**src/rtl/line_drive_controller.sv**
```systemverilog
// Line-following drive controller: owns the shared PWM period counter, filters the
// three line sensors once per period and steers both wheels at period boundaries.
module line_drive_controller #(
  parameter int PERIOD       = 122880,
  parameter int CW           = 17,
  parameter int LOST_PERIODS = 50
) (
  input  logic          clk,
  input  logic          reset,
  input  logic [2:0]    sensor,
  output logic [CW-1:0] count_out,
  output logic          period_start,
  output logic          dir_left,
  output logic          dir_right,
  output logic          en_left,
  output logic          en_right,
  output logic [2:0]    state_dbg
);

  localparam int LW = (LOST_PERIODS > 1) ? $clog2(LOST_PERIODS) : 1;
  localparam logic [LW-1:0] LOST_LAST = LW'(LOST_PERIODS - 1);
  localparam logic [CW-1:0] COUNT_LAST = CW'(PERIOD - 1);

  typedef enum logic [2:0] {
    ST_STOP    = 3'd0,
    ST_FORWARD = 3'd1,
    ST_GLEFT   = 3'd2,
    ST_SLEFT   = 3'd3,
    ST_GRIGHT  = 3'd4,
    ST_SRIGHT  = 3'd5,
    ST_LOST    = 3'd6
  } state_t;

  typedef enum logic [1:0] {
    TURN_NONE  = 2'd0,
    TURN_LEFT  = 2'd1,
    TURN_RIGHT = 2'd2
  } turn_t;

  typedef struct packed {
    logic en_l;
    logic en_r;
    logic dir_l;
    logic dir_r;
  } drive_t;

  localparam drive_t DRIVE_STOP    = '{en_l: 1'b0, en_r: 1'b0, dir_l: 1'b1, dir_r: 1'b1};
  localparam drive_t DRIVE_FORWARD = '{en_l: 1'b1, en_r: 1'b1, dir_l: 1'b1, dir_r: 1'b1};
  localparam drive_t DRIVE_GLEFT   = '{en_l: 1'b0, en_r: 1'b1, dir_l: 1'b1, dir_r: 1'b1};
  localparam drive_t DRIVE_SLEFT   = '{en_l: 1'b1, en_r: 1'b1, dir_l: 1'b0, dir_r: 1'b1};
  localparam drive_t DRIVE_GRIGHT  = '{en_l: 1'b1, en_r: 1'b0, dir_l: 1'b1, dir_r: 1'b1};
  localparam drive_t DRIVE_SRIGHT  = '{en_l: 1'b1, en_r: 1'b1, dir_l: 1'b1, dir_r: 1'b0};

  function automatic drive_t drive_for(input state_t st, input turn_t turn);
    drive_t d;
    case (st)
      ST_FORWARD: d = DRIVE_FORWARD;
      ST_GLEFT:   d = DRIVE_GLEFT;
      ST_SLEFT:   d = DRIVE_SLEFT;
      ST_GRIGHT:  d = DRIVE_GRIGHT;
      ST_SRIGHT:  d = DRIVE_SRIGHT;
      // LOST keeps spinning toward the side the line was last seen on.
      ST_LOST: begin
        case (turn)
          TURN_LEFT:  d = DRIVE_SLEFT;
          TURN_RIGHT: d = DRIVE_SRIGHT;
          default:    d = DRIVE_FORWARD;
        endcase
      end
      default:    d = DRIVE_STOP;
    endcase
    return d;
  endfunction

  logic          wrap;
  logic [2:0]    sync_meta, sync_q, sample_q, accepted_q;
  state_t        state, next_state;
  turn_t         last_turn, next_turn;
  logic [LW-1:0] lost_cnt, next_lost;
  drive_t        drive_q, next_drive;

  assign wrap = (count_out == COUNT_LAST);

  // NOTE: every register here, including the sensor filter, gets a reset value so the
  // robot always comes out of reset stopped; sequential state uses non-blocking only.
  always_ff @(posedge clk or negedge reset) begin
    if (!reset) begin
      count_out    <= '0;
      period_start <= 1'b0;
    end else begin
      count_out    <= wrap ? '0 : count_out + CW'(1);
      period_start <= wrap;
    end
  end

  // Accepted only changes when two consecutive wrap-edge samples agree.
  always_ff @(posedge clk or negedge reset) begin
    if (!reset) begin
      sync_meta  <= '0;
      sync_q     <= '0;
      sample_q   <= '0;
      accepted_q <= '0;
    end else begin
      sync_meta <= sensor;
      sync_q    <= sync_meta;
      if (wrap) begin
        sample_q <= sync_q;
        if (sync_q == sample_q) accepted_q <= sync_q;
      end
    end
  end

  always_ff @(posedge clk or negedge reset) begin
    if (!reset) begin
      state     <= ST_STOP;
      last_turn <= TURN_NONE;
      lost_cnt  <= '0;
    end else if (wrap) begin
      state     <= next_state;
      last_turn <= next_turn;
      lost_cnt  <= next_lost;
    end
  end

  // NOTE: all comb outputs get a default first so no path infers a latch.
  always_comb begin
    next_state = state;
    next_turn  = last_turn;
    next_lost  = '0;
    case (accepted_q)
      3'b010, 3'b111, 3'b101: next_state = ST_FORWARD;
      3'b110:                 next_state = ST_GLEFT;
      3'b100:                 next_state = ST_SLEFT;
      3'b011:                 next_state = ST_GRIGHT;
      3'b001:                 next_state = ST_SRIGHT;
      default: begin
        if (state == ST_STOP)
          next_state = ST_STOP;
        else if (state == ST_LOST && lost_cnt == LOST_LAST)
          next_state = ST_STOP;
        else
          next_state = ST_LOST;
      end
    endcase
    if (next_state == ST_GLEFT || next_state == ST_SLEFT)
      next_turn = TURN_LEFT;
    else if (next_state == ST_GRIGHT || next_state == ST_SRIGHT)
      next_turn = TURN_RIGHT;
    if (next_state == ST_LOST && state == ST_LOST)
      next_lost = lost_cnt + LW'(1);
  end

  always_comb begin
    next_drive = drive_for(next_state, next_turn);
  end

  always_ff @(posedge clk or negedge reset) begin
    if (!reset)    drive_q <= DRIVE_STOP;
    else if (wrap) drive_q <= next_drive;
  end

  assign en_left   = drive_q.en_l;
  assign en_right  = drive_q.en_r;
  assign dir_left  = drive_q.dir_l;
  assign dir_right = drive_q.dir_r;
  assign state_dbg = state;

endmodule

```
**config.mk**
```make
export PLATFORM = sky130hd
export DESIGN_NAME = line_drive_controller
export DESIGN_NICKNAME = d
export VERILOG_FILES = /design/src/rtl/line_drive_controller.sv
export SDC_FILE = /design/constraint.sdc
export NUM_CORES = 1
export LEC_CHECK = 0
export ABC_AREA = 1
export CAP_MARGIN = 15
export CORE_MARGIN = 2
export CORE_UTILIZATION = 30
export CTS_CLUSTER_DIAMETER = 200
export CTS_CLUSTER_SIZE = 16
export DETAILED_ROUTE_END_ITERATION = 10
export PLACE_DENSITY = 0.51
export SYNTH_ARGS = -nofsm -noshare
export SYNTH_HDL_FRONTEND = slang
export SYNTH_SLANG_ARGS = --single-unit
```
**constraint.sdc**
```tcl
create_clock -name clk -period 3.3 [get_ports clk]
set_input_delay 0.66 -clock clk [delete_from_list [all_inputs] [get_ports clk]]
set_output_delay 0.66 -clock clk [all_outputs]
set_load 0.1 [all_outputs]
```
==> flow_summary.yaml, run 1 <==
run_status:
  run_status: "completed"
routing:
  route.vias.total: 1596
  drc_errors: 0
  totalWireLength_mm: 4.27
  antenna_left: 0
  firstDrtPassIters: 4
  wire_per_inst_um: 11.4
  route.detailed.vias_per_inst: 4.27
  drt-initial-drc-count: 50
timing:
  report.final.hold_viol_count: 0
  clock-skew-final_ns: 0.00614
  max_freq_mhz: 503
  setup_repair_after_global_routing_missed_its_margin: "false"
  post-route-min-period_ns: 1.99
  drv_slew: 0
  worst_hold_slack_ns: 0.360
  finalSetupViolCount: 0
  timing_worst_slew_pin_value_ns: 1.01
  totalNegativeSetupSlack_ns: 0
  max-slew-margin-rel: 0.330
  fin_crit_sh: 0.602
cts:
  max_h_tree_level: 2
  cts.hold.buffers_added: 0
  cts-resized-gates: 0
  cts-buffers-inserted: 5
  ctsRootBufferMaster: "sky130_fd_sc_hd__clkbuf_8"
  clk_pin_slew_worst_paths_ns: 0.08
  tritoncts_clock_tree: "yes"
  clk-insertion-delay-late_ns: 0.29
  tritoncts_num_sinks: 45
  clk_path_buf_depth: 2
  post-cts-setup-buffers: 0
worst_setup_path:
  crit_arrival_ns: 2.17
  launching_point_of_the_worst_reg2reg_path: "count_out[0]$_DFF_PN0_"
  crit_path_frequent_cell: "sky130_fd_sc_hd__nand2_1"
  worst_setup_path_endpoint: "accepted_q[2]$_DFFE_PN0P_"
  type_of_the_worst_setup_path: "register to register"
  cp_num_buf_inv: 0
  crit_required_ns: 3.48
  critPathSlowestCell: "sky130_fd_sc_hd__dfrtp_1"
  critPathLaunchType: "register"
  timing.critical_path.to_type: "register"
  r2r.worst_path.cells: 8
  worstSetupStartpoint: "count_out[0]$_DFF_PN0_"
  cp_num_cells: 8
  rrSetupSlack_ns: 1.31
  worstReg2RegEnd: "accepted_q[2]$_DFFE_PN0P_"
  worstPathMaxFanout: 36
  crit_path_max_incr_delay_ns: 0.39
  critical_path.cell_chain: "ha_1, nand3_1, nor2_4, nand3_4, nor2_8, nand2_1, nand2_1, o21ai_1"
  critical_path.top_delay_family: "simple AND/OR/NAND/NOR gates"
global_route:
  grt_remaining_overflow: 0
  antenna_found_initial: 0
  grt_pass1_vias: 1622
  global_route.usage.total: 0.120
  grt_first_pass_wirelength_mm: 7.34
  largest_net_degree_at_the_start_of_global_routing: 46
synthesis:
  yosys-top-cells-count: "sky130_fd_sc_hd__nand2_1 (54), sky130_fd_sc_hd__dfrtp_1 (43), sky130_fd_sc_hd__nor2_1 (35), sky130_fd_sc_hd__inv_1 (28), sky130_fd_sc_hd__nand3_1 (14)"
  synth_enable_flop_cells: 0
  synthCells: 245
  synthesis.yosys.warnings: 0
  syn-cell-area_um2: 2150
  postSynthNetCount: 253
  syn_avg_cell_area_um2: 8.77
  async_reset_ff_frac: 1.00
  post_synth_main_area_contributors: "sky130_fd_sc_hd__dfrtp_1 (50%), sky130_fd_sc_hd__nand2_1 (9.4%), sky130_fd_sc_hd__nor2_1 (6.1%)"
  ys.flop_type: "sky130_fd_sc_hd__dfrtp_1"
  top_area_cell_type_share_of_the_netlist_area: 0.501
  synth_cell_type_count: 28
  synthDominantAreaCellType: "sky130_fd_sc_hd__dfrtp_1"
  yosys_register_bits: 45
  sequential_cell_area_fraction_in_the_yosys_report: 0.525
  most_used_standard_cell_by_instance_count_after_synthesis: "sky130_fd_sc_hd__nand2_1"
power:
  share_comb_of_total_power: 0.019
  sequentialPowerShare: 0.614
  p_per_area_nw_per_um2: 357
  power_leakage_uw: 0.00122
  p_switching_uw: 196
  vdd.ir_drop.worst_mv: 0.144
  power_switching_share: 0.217
  p_int_uw: 709
  power.share.clock: 0.367
finish:
  antenna_cells: 0
  stdcell_area_um2: 2540
  layout.filler_cells: 711
  nNetsFinal: 285
  post_layout_instance_count_excluding_filler_cells: 374
  syn2layout_area_growth_pct: 18.1
  drive_gt1_frac: 0.147
floorplan:
  floorplan.core_area_um2: 6870
  pin_count: 30
  initial_utilization: 0.313
  die_height_um: 88.6
  rows: 30
  area_enclosed_by_the_die_boundary_um2: 7850
  die_w_um: 88.6
placed_design:
  placement.cell_area_um2: 2450
  hpwlAfterDp_mm: 3.01
  routabilityCongestion: 0.812
  io_buffer_count: 29
  dpl.cell_count: 366
flow_run:
  max_cap_violations: 0
worst_hold_path:
  hold_path_origin: "sync_meta[2]$_DFF_PN0_"
  hp-class: "register to register"
-- through the flow --
step / utilization / worst slack, ns / total power [µW]
floorplan: - / 0.953 / 569
global route: 0.369 / 1.12 / 953
finish: 0.369 / 1.31 / 906
global placement: 0.357 / 1.40 / 585
CTS: 0.369 / 1.29 / 928
detailed placement: 0.357 / 1.31 / 586
-- registers in the layout (all words and copies together), names as in the netlist, 2 cells and up --
| register | count |
|---|---|
| sync_q | 3 |
| sync_meta | 3 |
| accepted_q | 3 |
| count_out | 17 |
| sample_q | 3 |
| state_dbg | 3 |
| lost_cnt | 6 |
| last_turn | 2 |
-- worst min-delay path by stage --
stage	cells after the start	endpoint	slack (ns)
2_1_floorplan	0	sync_q[0]$_DFF_PN0_	0.33
3_3_place_gp	0	sync_q[1]$_DFF_PN0_	0.33
3_5_place_dp	0	sync_q[0]$_DFF_PN0_	0.34
4_1_cts	0	sync_q[0]$_DFF_PN0_	0.36
5_1_grt	0	sync_q[0]$_DFF_PN0_	0.37
6_report	0	sync_q[2]$_DFF_PN0_	0.36
-- layout by cell type (no fill, tap or decap), drive strengths merged, types with 2 or more instances in the layout --
cell type,count
ha,3
xnor2,5
xor2,11
a31oi,2
nor2,38
a21oi,11
buf,26
nand2,55
dfrtp,43
clkdlybuf4s50,3
dfstp,2
inv,28
o21ai,10
nand4,3
clkbuf,7
nand3b,2
nand3,16
nor3,8
-- per-layer routing --
| metal | global-route usage | routed length, µm | up-vias |
|---|---|---|---|
| met5 | 0 | 0 | - |
| met4 | 0.0344 | 26 | 0 |
| met3 | 0.0280 | 173 | 2 |
| met2 | 0.207 | 2030 | 28 |
| met1 | 0.150 | 2040 | 729 |
| li1 | - | - | 837 |
-- cell families after synthesis --
kind of cell / count (synthesis) / synth area share
AOI/OAI and AO/OA: 24 / 0.0606
xor gates and xnor gates: 16 / 0.0652
adders and majority gates: 3 / 0.0175
buffers and inverters: 32 / 0.0664
DFF: 45 / 0.525
and+or+nand+nor: 125 / 0.265
-- worst register-to-register path, delay by kind of cell (launching register included) --
kind,cells,cell delay [ns]
simple gates,6,1.20
compound gates,1,0.06
flops,1,0.39
fa+ha+maj,1,0.23
-- power by group through the flow --
stage          logic (µW)  registers (µW)  clock network, µW
6_report             16.8             556                332
5_1_grt              20.1             557                376
4_1_cts              18.1             557                353
3_5_place_dp         18.2             568                  0
3_3_place_gp         17.9             567                  0
2_1_floorplan        2.31             567                  0
-- final cells by class --
| cell class | count | area, µm² | share of cell area |
|---|---|---|---|
| inverters | 28 | 105 | 0.0414 |
| repair buffers | 29 | 223 | 0.0878 |
| multi-input cells | 168 | 877 | 0.346 |
| flip-flops and latches | 45 | 1130 | 0.445 |
| clock buffers | 7 | 76.3 | 0.0301 |
| clock inverters | 1 | 7.51 | 0.00296 |
| well taps | 96 | 120 | 0.0473 |
No activity file was read; power rests on OpenSTA's default activity.
==> run 2: changes to the inputs <==
- PLACE_DENSITY: 0.51 -> 0.53
- clock period: 3.3 -> 1.65 ns (I/O delays scaled with it)
==> run 2 against run 1 <==
Effect of this change: power up 120%; global-route usage up 0.26 points; sequential power up 100%; clock skew down 0.0026 ns; count of clock-buffer cells in the layout down 1; via count up 8.8%; core utilization up 10 points; register-to-register slack worse by 1.3 ns; critical path depth up 1; combinational power up 140%; the run now ends with negative setup slack left; final area up 28%; highest routed layer unchanged.
==> flow_summary.yaml, run 2 (same netlist as run 1, synthesis figures left out) <==
global_route:
  grt_first_pass_wirelength_mm: 7.48
  grt_pass1_vias: 1692
  global_route.usage.total: 0.123
  antenna_found_initial: 0
  largest_net_degree_at_the_start_of_global_routing: 46
  grt_remaining_overflow: 0
worst_setup_path:
  critPathSlowestCell: "sky130_fd_sc_hd__dfrtp_4"
  worstReg2RegEnd: "accepted_q[0]$_DFFE_PN0P_"
  r2r.worst_path.cells: 9
  crit_required_ns: 1.84
  type_of_the_worst_setup_path: "register to register"
  timing.critical_path.to_type: "register"
  critPathLaunchType: "register"
  worstPathMaxFanout: 7
  critical_path.cell_chain: "ha_4, nand3_4, nor2_4, nand3_4, nor2_8, buf_12, nand2_4, nand2_1, o21ai_1"
  worstSetupStartpoint: "count_out[0]$_DFF_PN0_"
  launching_point_of_the_worst_reg2reg_path: "count_out[0]$_DFF_PN0_"
  crit_path_frequent_cell: "sky130_fd_sc_hd__nand3_4"
  crit_arrival_ns: 1.86
  crit_path_max_incr_delay_ns: 0.43
  rrSetupSlack_ns: -0.02
cts:
  tritoncts_clock_tree: "yes"
  ctsRootBufferMaster: "sky130_fd_sc_hd__clkbuf_8"
  clk_path_buf_depth: 2
  cts-buffers-inserted: 5
  clk-insertion-delay-late_ns: 0.30
  tritoncts_num_sinks: 45
  clk_pin_slew_worst_paths_ns: 0.08
  max_h_tree_level: 2
timing:
  finalSetupViolCount: 3
  fin_crit_sh: 1.01
  max-slew-margin-rel: 0.752
  post-route-min-period_ns: 1.67
  report.final.hold_viol_count: 0
  setup_repair_after_global_routing_missed_its_margin: "true"
  clock-skew-final_ns: 0.00350
  drv_slew: 0
  final.setup.worst_slack_ns: -0.0213
  timing_worst_slew_pin_value_ns: 0.369
  max_freq_mhz: 598
finish:
  stdcell_area_um2: 3250
  syn2layout_area_growth_pct: 51.3
  antenna_cells: 0
  reg.largest.list: "count_out: 17 flops, lost_cnt: 6 flops"
  final_common_cell: "sky130_fd_sc_hd__nand2_1"
  mostFrequentLayoutCells: "sky130_fd_sc_hd__nand2_1 (49), sky130_fd_sc_hd__nor2_1 (30), sky130_fd_sc_hd__inv_1 (28), sky130_fd_sc_hd__buf_12 (28), sky130_fd_sc_hd__dfrtp_1 (23)"
  post_layout_instance_count_excluding_filler_cells: 398
  largest_register_ffs: 17
  nNetsFinal: 309
  drive_gt1_frac: 0.341
  layout.filler_cells: 662
  registers.top_by_ff_count: "count_out"
worst_hold_path:
  hp-class: "input pin to async pin"
run_status:
  failed_checks: "negative setup slack"
  run_status: "finished with violations"
routing:
  wire_per_inst_um: 11.0
  antenna_left: 0
  drc_errors: 0
  route.vias.total: 1736
  drt-initial-drc-count: 80
  route.detailed.vias_per_inst: 4.36
  totalWireLength_mm: 4.39
  firstDrtPassIters: 4
floorplan:
  initial_utilization: 0.313
  rows: 30
  die_w_um: 88.6
  pin_count: 30
  die_height_um: 88.6
  floorplan.core_area_um2: 6870
  area_enclosed_by_the_die_boundary_um2: 7850
placed_design:
  io_buffer_count: 29
  routabilityCongestion: 0.793
  hpwlAfterDp_mm: 3.25
  placement.cell_area_um2: 2980
  dpl.cell_count: 382
power:
  report.power.total_uw: 2020
  vdd.ir_drop.worst_mv: 0.297
  p_per_area_nw_per_um2: 623
  power_leakage_uw: 0.00146
flow_run:
  max_cap_violations: 0
run 2: changes by cell type in the layout (fill, tap and decap cells not counted), sizes merged:
cell / delta
buf: +22
bufinv: +1
clkbuf: +1
run 2: through the flow:
stage          hold WS [ns]  TNS (ns)  worst slack [ns]  utilization
2_1_floorplan        0.0344     -2.79            -0.138            -
3_3_place_gp          0.333         0            0.0380        0.434
3_5_place_dp          0.334         0           0.00153        0.434
4_1_cts             0.00653         0            0.0223        0.451
5_1_grt             0.00783     -1.04           -0.0982        0.473
6_report            0.00163   -0.0506           -0.0213        0.473
run 2: worst max path at each step:
stage	to	slack, ns
final	accepted_q[0]$_DFFE_PN0P_	-0.02
after global routing	accepted_q[1]$_DFFE_PN0P_	-0.1
after CTS	accepted_q[0]$_DFFE_PN0P_	0.02
after detailed placement	accepted_q[0]$_DFFE_PN0P_	0.002
after global placement	accepted_q[2]$_DFFE_PN0P_	0.04
after floorplan	en_left$_DFFE_PN0P_	-0.14
run 2: area by class of cell:
type	instances	area, µm²	area share
clock inverters	2	37.5	0.0116
clock buffers	6	82.6	0.0254
flip-flops and latches	45	1160	0.357
multi-input cells	168	950	0.292
well taps	96	120	0.0370
inverters	28	105	0.0323
repair buffers	53	796	0.245
run 2: critical path: cells and delay by family (launching register included):
kind            cells  cell delay, ns
simple gates        6            0.76
fa+ha+maj           1            0.16
compound gates      1            0.05
flops               1            0.43
buf+inv             1            0.15
run 2: what timing repair did:
item                                    4_1_cts  5_1_grt
resized for setup                             0       19
gates cloned                                  0        2
setup buffers                                 0        6
endpoints found under the setup margin        3       18
pin swaps                                     1        6
hold buffers                                  0        0
run 2: per-layer routing:
layer | GRT usage | up-vias | share of wire
met1 | 0.155 | 816 | 0.46
li1 | - | 886 | -
met2 | 0.209 | 29 | 0.49
met5 | 0 | - | 0
met4 | 0.0289 | 0 | 0.0096
met3 | 0.0336 | 5 | 0.036
run 2: power breakdown:
| part | switching [µW] | internal (µW) |
|---|---|---|
| Sequential | 3.15 | 1110 |
| Combinational | 26.4 | 14.3 |
| Clock | 378 | 492 |
| Total | 407 | 1620 |
==> run 3: changes to the inputs <==
- SLEW_MARGIN: default -> 20
==> results of run 3 <==
Same layout as run 2: the final DEF is identical, and so are final timing and power.
